===== config.mk =====
export PLATFORM = sky130hd
export DESIGN_NAME = ternary_popcount_sequencer
export DESIGN_NICKNAME = d
export VERILOG_FILES = /design/src/rtl/tnn_pkg.sv /design/src/rtl/ternary_threshold_cmp.sv /design/src/rtl/ternary_popcount_sequencer.sv
export SDC_FILE = /design/constraint.sdc
export NUM_CORES = 1
export LEC_CHECK = 0
export CAP_MARGIN = 25
export CORE_ASPECT_RATIO = 1.75
export CORE_MARGIN = 5
export CORE_UTILIZATION = 30
export DETAILED_ROUTE_END_ITERATION = 12
export GPL_TIMING_DRIVEN = 0
export PLACE_DENSITY = 0.49
export SETUP_SLACK_MARGIN = 0.4
export SLEW_MARGIN = 15
export SYNTH_ARGS = -nofsm -noshare
export SYNTH_HDL_FRONTEND = slang
export SYNTH_SLANG_ARGS = --single-unit
export TNS_END_PERCENT = 20

===== constraint.sdc =====
create_clock -name clk -period 6.95 [get_ports clk]
set_clock_uncertainty 0.15 [all_clocks]
set_input_delay 1.39 -clock clk [delete_from_list [all_inputs] [get_ports clk]]
set_output_delay 1.39 -clock clk [all_outputs]
set_load 0.03 [all_outputs]

===== src/rtl/tnn_pkg.sv =====
// Shared types and constants for the ternary popcount sequencer.
package tnn_pkg;

  // Controller states; exported on the debug port of the top block.
  typedef enum logic [1:0] {
    IDLE = 2'd0,
    POS  = 2'd1,
    NEG  = 2'd2,
    DONE = 2'd3
  } state_t;

  // Ternary activation encoding.
  localparam logic [1:0] ACT_POS  = 2'b01;
  localparam logic [1:0] ACT_NEG  = 2'b11;
  localparam logic [1:0] ACT_ZERO = 2'b00;

  // Smallest accumulator width that cannot overflow when every chunk
  // returns the maximum popcount value.
  function automatic int min_acc_w(input int n_chunks, input int pc_w);
    return $clog2(n_chunks * ((1 << pc_w) - 1) + 1);
  endfunction

endpackage


===== src/rtl/ternary_threshold_cmp.sv =====
// Combinational ternary thresholding of a signed pos-neg difference.
module ternary_threshold_cmp
  import tnn_pkg::*;
#(
  parameter int THR_W = 6
) (
  input  logic signed [THR_W-1:0] diff,
  input  logic signed [THR_W-1:0] thr_hi,
  input  logic signed [THR_W-1:0] thr_lo,
  output logic        [1:0]       act
);

  // The upper test is evaluated first so it wins when thr_lo > thr_hi.
  always_comb begin
    act = ACT_ZERO;
    if (diff > thr_hi) begin
      act = ACT_POS;
    end else if (diff < thr_lo) begin
      act = ACT_NEG;
    end
  end

endmodule


===== src/rtl/ternary_popcount_sequencer.sv =====
// Time-multiplexes one external popcount unit over the positive and then
// the negative weight mask of a ternary neuron, one chunk per cycle, and
// thresholds pos-neg into a ternary activation.
//
// Handshakes: a transfer happens on a rising edge where valid && ready.
// in_ready is high only in IDLE; in_valid is ignored otherwise. out_valid
// stays high with diff/act frozen until out_ready is seen high.
module ternary_popcount_sequencer
  import tnn_pkg::*;
#(
  parameter int N_CHUNKS = 4,
  parameter int CHUNK_W  = 7,
  parameter int PC_W     = 3,
  parameter int ACC_W    = min_acc_w(N_CHUNKS, PC_W),
  parameter int THR_W    = ACC_W + 1
) (
  input  logic                         clk,
  input  logic                         rst_n,
  input  logic                         in_valid,
  output logic                         in_ready,
  input  logic [N_CHUNKS*CHUNK_W-1:0]  pos_mask,
  input  logic [N_CHUNKS*CHUNK_W-1:0]  neg_mask,
  input  logic signed [THR_W-1:0]      thr_hi,
  input  logic signed [THR_W-1:0]      thr_lo,
  output logic [CHUNK_W-1:0]           pc_in,
  input  logic [PC_W-1:0]              pc_out,
  output logic                         out_valid,
  input  logic                         out_ready,
  output logic [1:0]                   act,
  output logic signed [THR_W-1:0]      diff,
  output state_t                       dbg_state
);

  localparam int MASK_W = N_CHUNKS * CHUNK_W;
  localparam int IDX_W  = (N_CHUNKS > 1) ? $clog2(N_CHUNKS) : 1;
  localparam logic [IDX_W-1:0] LAST_IDX = IDX_W'(N_CHUNKS - 1);

  state_t                   state;
  logic [IDX_W-1:0]         idx;
  logic [MASK_W-1:0]        pos_q;
  logic [MASK_W-1:0]        neg_q;
  logic signed [THR_W-1:0]  thr_hi_q;
  logic signed [THR_W-1:0]  thr_lo_q;
  logic [ACC_W-1:0]         pos_acc;
  logic [ACC_W-1:0]         neg_acc;

  logic [ACC_W-1:0]         pc_ext;
  logic signed [THR_W-1:0]  diff_c;
  logic [1:0]               act_c;

  assign in_ready  = (state == IDLE);
  assign dbg_state = state;

  // Popcount results are unsigned; the accumulator width guarantees no wrap.
  assign pc_ext = ACC_W'(pc_out);

  // Both accumulators are non-negative, so zero-extend before subtracting.
  assign diff_c = $signed(THR_W'(pos_acc)) - $signed(THR_W'(neg_acc));

  ternary_threshold_cmp #(
    .THR_W (THR_W)
  ) u_cmp (
    .diff   (diff_c),
    .thr_hi (thr_hi_q),
    .thr_lo (thr_lo_q),
    .act    (act_c)
  );

  // Slice presented to the popcount unit; zero whenever no chunk is walked.
  always_comb begin
    pc_in = '0;
    case (state)
      POS:     pc_in = pos_q[CHUNK_W*int'(idx) +: CHUNK_W];
      NEG:     pc_in = neg_q[CHUNK_W*int'(idx) +: CHUNK_W];
      default: pc_in = '0;
    endcase
  end

  // Controller: capture request, walk pos then neg chunks, then hold result.
  always_ff @(posedge clk or negedge rst_n) begin
    if (!rst_n) begin
      state     <= IDLE;
      idx       <= '0;
      pos_q     <= '0;
      neg_q     <= '0;
      thr_hi_q  <= '0;
      thr_lo_q  <= '0;
      pos_acc   <= '0;
      neg_acc   <= '0;
      out_valid <= 1'b0;
      act       <= ACT_ZERO;
      diff      <= '0;
    end else begin
      case (state)
        IDLE: begin
          if (in_valid) begin
            pos_q    <= pos_mask;
            neg_q    <= neg_mask;
            thr_hi_q <= thr_hi;
            thr_lo_q <= thr_lo;
            pos_acc  <= '0;
            neg_acc  <= '0;
            idx      <= '0;
            state    <= POS;
          end
        end
        POS: begin
          pos_acc <= pos_acc + pc_ext;
          if (idx == LAST_IDX) begin
            idx   <= '0;
            state <= NEG;
          end else begin
            idx <= idx + 1'b1;
          end
        end
        NEG: begin
          neg_acc <= neg_acc + pc_ext;
          if (idx == LAST_IDX) begin
            idx   <= '0;
            state <= DONE;
          end else begin
            idx <= idx + 1'b1;
          end
        end
        DONE: begin
          // First DONE cycle registers the result from settled accumulators.
          if (!out_valid) begin
            out_valid <= 1'b1;
            diff      <= diff_c;
            act       <= act_c;
          end else if (out_ready) begin
            out_valid <= 1'b0;
            state     <= IDLE;
          end
        end
        default: state <= IDLE;
      endcase
    end
  end

endmodule


==> summary.txt <==
STA
  • Max Clk Rate: about 230 MHz
  • Fin. Hold Viols: 0
  • Hold slack: 0.3288 ns
  • Actual slew at the worst max-slew pin: 0.4918 ns
  • Tmin final: between 4 and 5 ns
  • Tcrit/Tclk final: 61.25%
  • Fin Setup TNS: 0 ns
  • Setup Viol. Count Final: 0
  • RSZ-0062 raised after global routing: false
  • Slew Viols, Final: 0
  • Slew HR: 66.98%

Yosys
  • Syn_nets: 474
  • Seq cells post-synth: 91
  • Ys async rst share: 100.0%
  • Syn Area/Cell: 13.05 µm²
  • EDFF count, synth: 0
  • Gate Count Post-Synth: 369
  • Synth warn: 0
  • Mapped Area: 0.004817 mm²
  • Sequential fraction of the synthesis area: around 47%
  • Post-synth top flop: dfrtp_1
  • Netlist cell types: 40

Route
  • WL final: 12.67 mm
  • Vias: around 3,300
  • DRC: 0
  • DR WL/cell: 18.99 µm
  • Pre-antenna DRT Iters: 4
  • 1st-iter DRT viols: 57
  • Via density: between 4 and 5
  • Detail Route Antenna Nets: 0

Final layout
  • Nets: 578
  • Layout cells sized above 1: 23.43%
  • Area grow syn2layout: 31.14%
  • Commonest cells after routing, fill and taps aside: dfrtp_1 (91), clkdlybuf4s50_1 (91), mux2_2 (70)
  • Antenna cells: 0
  • # fillers: 1,549
  • Final Instance Area: 0.006317 mm²

Setup path
  • Worst reg2reg path depth: 11
  • Cell family with most CP delay: buffers and inverters
  • Crit-path slowest cell: clkdlybuf4s50_1
  • Crit path arrival time: 2.72 ns
  • Crit-path max cell delay: 0.71 ns
  • Critical Path End Type: output pin
  • Crit-path max FO: 10
  • CP Class: reg2out
  • Worst Setup Start Kind: flip-flop
  • Worst path cell trace: inv_1, ha_1, buf_2, buf_2, mux4_2, mux2i_1, nor2b_1, clkdlybuf4s50_1
  • Crit path buf inv count: 4
  • Worst path most repeated cell: buf_2
  • Reg2reg end: act[1]$_DFFE_PN0P_
  • R2R Path Start: neg_acc[1]$_DFFE_PN0P_
  • R2r setup slk: 3.82 ns
  • CP Data Required Time: roughly 5.4 ns

Min path
  • Hold crit path type: reg2reg
  • Hold Crit Depth: 2
  • Hold_sp: diff[1]$_DFFE_PN0P_
  • Hold endpoint: diff[1]$_DFFE_PN0P_

Power and ir drop
  • Clock power frac: 16.3%
  • Flop pwr share: between 20 and 30%
  • Peak VDD IR: 261.8 µV
  • Gate power share: 54.8%
  • Lkg Pwr: between 2 and 3 nW
  • Pwr/cell area: 513.8 mW/mm²
  • Net Sw Frac: 38.47%
  • P_int: 1.997 mW
  • NetSw: 1.249 mW

CTS
  • CTS max path bufs: 2
  • CTS tree: yes
  • H-tree levels: 3
  • Root Buffer Master: clkbuf_16
  • Hold buffer count at cts: 0
  • Skew-Pair Late Insertion Delay: ~0.34 ns
  • Total setup buffers inserted after CTS: 0
  • CTS Buf Count: 9
  • Clock transition at the registers of the reported paths: 0.06 ns
  • Sink Count: 91
  • Post-CTS sizing: 0

Floorplan
  • Top-Level Pins: 94
  • Initial core utilization: a little over 30%
  • Chip Height: 177.6 µm
  • Die Area: ~0.019 mm²
  • Total core area: between 0.015 and 0.02 mm²
  • Die Wd: 105.8 µm
  • Standard-cell rows: 61

Run
  • Max-Cap Viols: 0

Placed design
  • Routability cong.: 0.8007
  • Post-Place Cell Area: 0.006000 mm²
  • I/O Buffers: 92
  • Detailed placement HPWL: 9.654 mm

GRT
  • First-pass GRT wire length: 19.85 mm
  • Initial antenna violation count: 0
  • Vias in the first global route: 3,609
  • GR Overflow Total: 0
  • Total track usage: 13.92%
  • Largest net degree at the start of global routing: 61

Outcome
  • Status: finished, final reports clean
==> routing by layer <==
metal,up-vias,track usage [%],routed length [µm]
li1,1542,-,-
met1,1646,15.80,5097
met2,63,26.20,6990
met3,11,2.512,344
met4,0,4.268,235
met5,-,0,0
==> state kept, by name, summed over array words and instances, names as in the netlist <==
register / cells
thr_hi_q: 6
out_valid: 1
dbg_state: 2
pos_acc: 5
neg_q: 28
idx: 2
neg_acc: 5
act: 2
diff: 6
thr_lo_q: 6
pos_q: 28
==> synth_stat cells, types with 4 or more instances <==
master	count	area (µm²)
mux2i_1	15	150.1
mux2_2	70	788.3
nor3b_1	6	45.04
inv_1	22	82.58
mux4_1	7	183.9
dfrtp_1	91	2277
a21o_1	5	37.54
a21oi_1	6	30.03
a32o_1	4	40.04
nand3_1	4	20.02
nor2_1	9	33.78
nor2b_1	12	75.07
buf_4	4	30.03
o21ai_0	11	55.05
nor3_1	4	20.02
clkbuf_1	4	15.01
nand2_1	15	56.30
mux4_2	7	157.7
ha_1	27	337.8
buf_2	8	40.04
==> power groups by stage <==
stage | Sequential [mW] | Clock, mW | Combinational (mW)
after floorplan | 0.962 | 0 | 1.20
after global placement | 0.935 | 0 | 1.77
after detailed placement | 0.950 | 0 | 1.81
after CTS | 0.940 | 0.546 | 1.82
after global routing | 0.974 | 0.565 | 1.95
final | 0.939 | 0.530 | 1.78
==> metrics by stage <==
step	utilization, %	setup slack [ns]	cells	power (mW)
after floorplan	-	3.546	369	2.161
after global placement	37.63	0.8984	650	2.707
after global routing	39.79	2.542	667	3.489
after CTS	39.79	2.637	667	3.302
after detailed placement	37.79	3.007	651	2.757
final	39.79	2.693	667	3.246
==> cell type report <==
cell class | instances | area (µm²) | area share, %
Clock buffer | 10 | 229.0 | 3.624
Tap cell | 189 | 236.5 | 3.743
Multi-Input combinational cell | 236 | 2318 | 36.70
Timing Repair Buffer | 93 | 945.9 | 14.97
Sequential cell | 91 | 2277 | 36.05
Buffer | 20 | 138.9 | 2.198
Clock inverter | 6 | 88.84 | 1.406
Inverter | 22 | 82.58 | 1.307
==> logic make-up after synthesis <==
| family | after synthesis | synth area share [%] |
|---|---|---|
| muxes | 99 | 26.57 |
| DFF | 91 | 47.27 |
| and+or+nand+nor | 59 | 6.416 |
| AOI/OAI and AO/OA | 44 | 6.156 |
| buffers and inverters | 42 | 4.597 |
| adders and majority gates | 30 | 8.260 |
| xor gates and xnor gates | 4 | 0.7274 |
==> worst register-to-register path: cells and delay by family, from the launching register on <==
kind	cells	cell delay [ns]
and+or+nand+nor	3	0.72
buffers and inverters	1	0.10
AOI/OAI and AO/OA	5	1.06
adders and majority gates	2	0.61
DFF	1	0.41
==> how the worst max path moves through the flow <==
stage / from / to / cells after the start
2_1_floorplan: dbg_state[0]$_DFFE_PN0P_ / pc_in[5] / 7
3_3_place_gp: rst_n / pos_q[27]$_DFFE_PN0P_ / 1
3_5_place_dp: dbg_state[0]$_DFFE_PN0P_ / pc_in[5] / 8
4_1_cts: dbg_state[0]$_DFFE_PN0P_ / pc_in[5] / 8
5_1_grt: dbg_state[0]$_DFFE_PN0P_ / pc_in[2] / 8
6_report: dbg_state[0]$_DFFE_PN0P_ / pc_in[5] / 8
(Power assumes the default switching activity.)
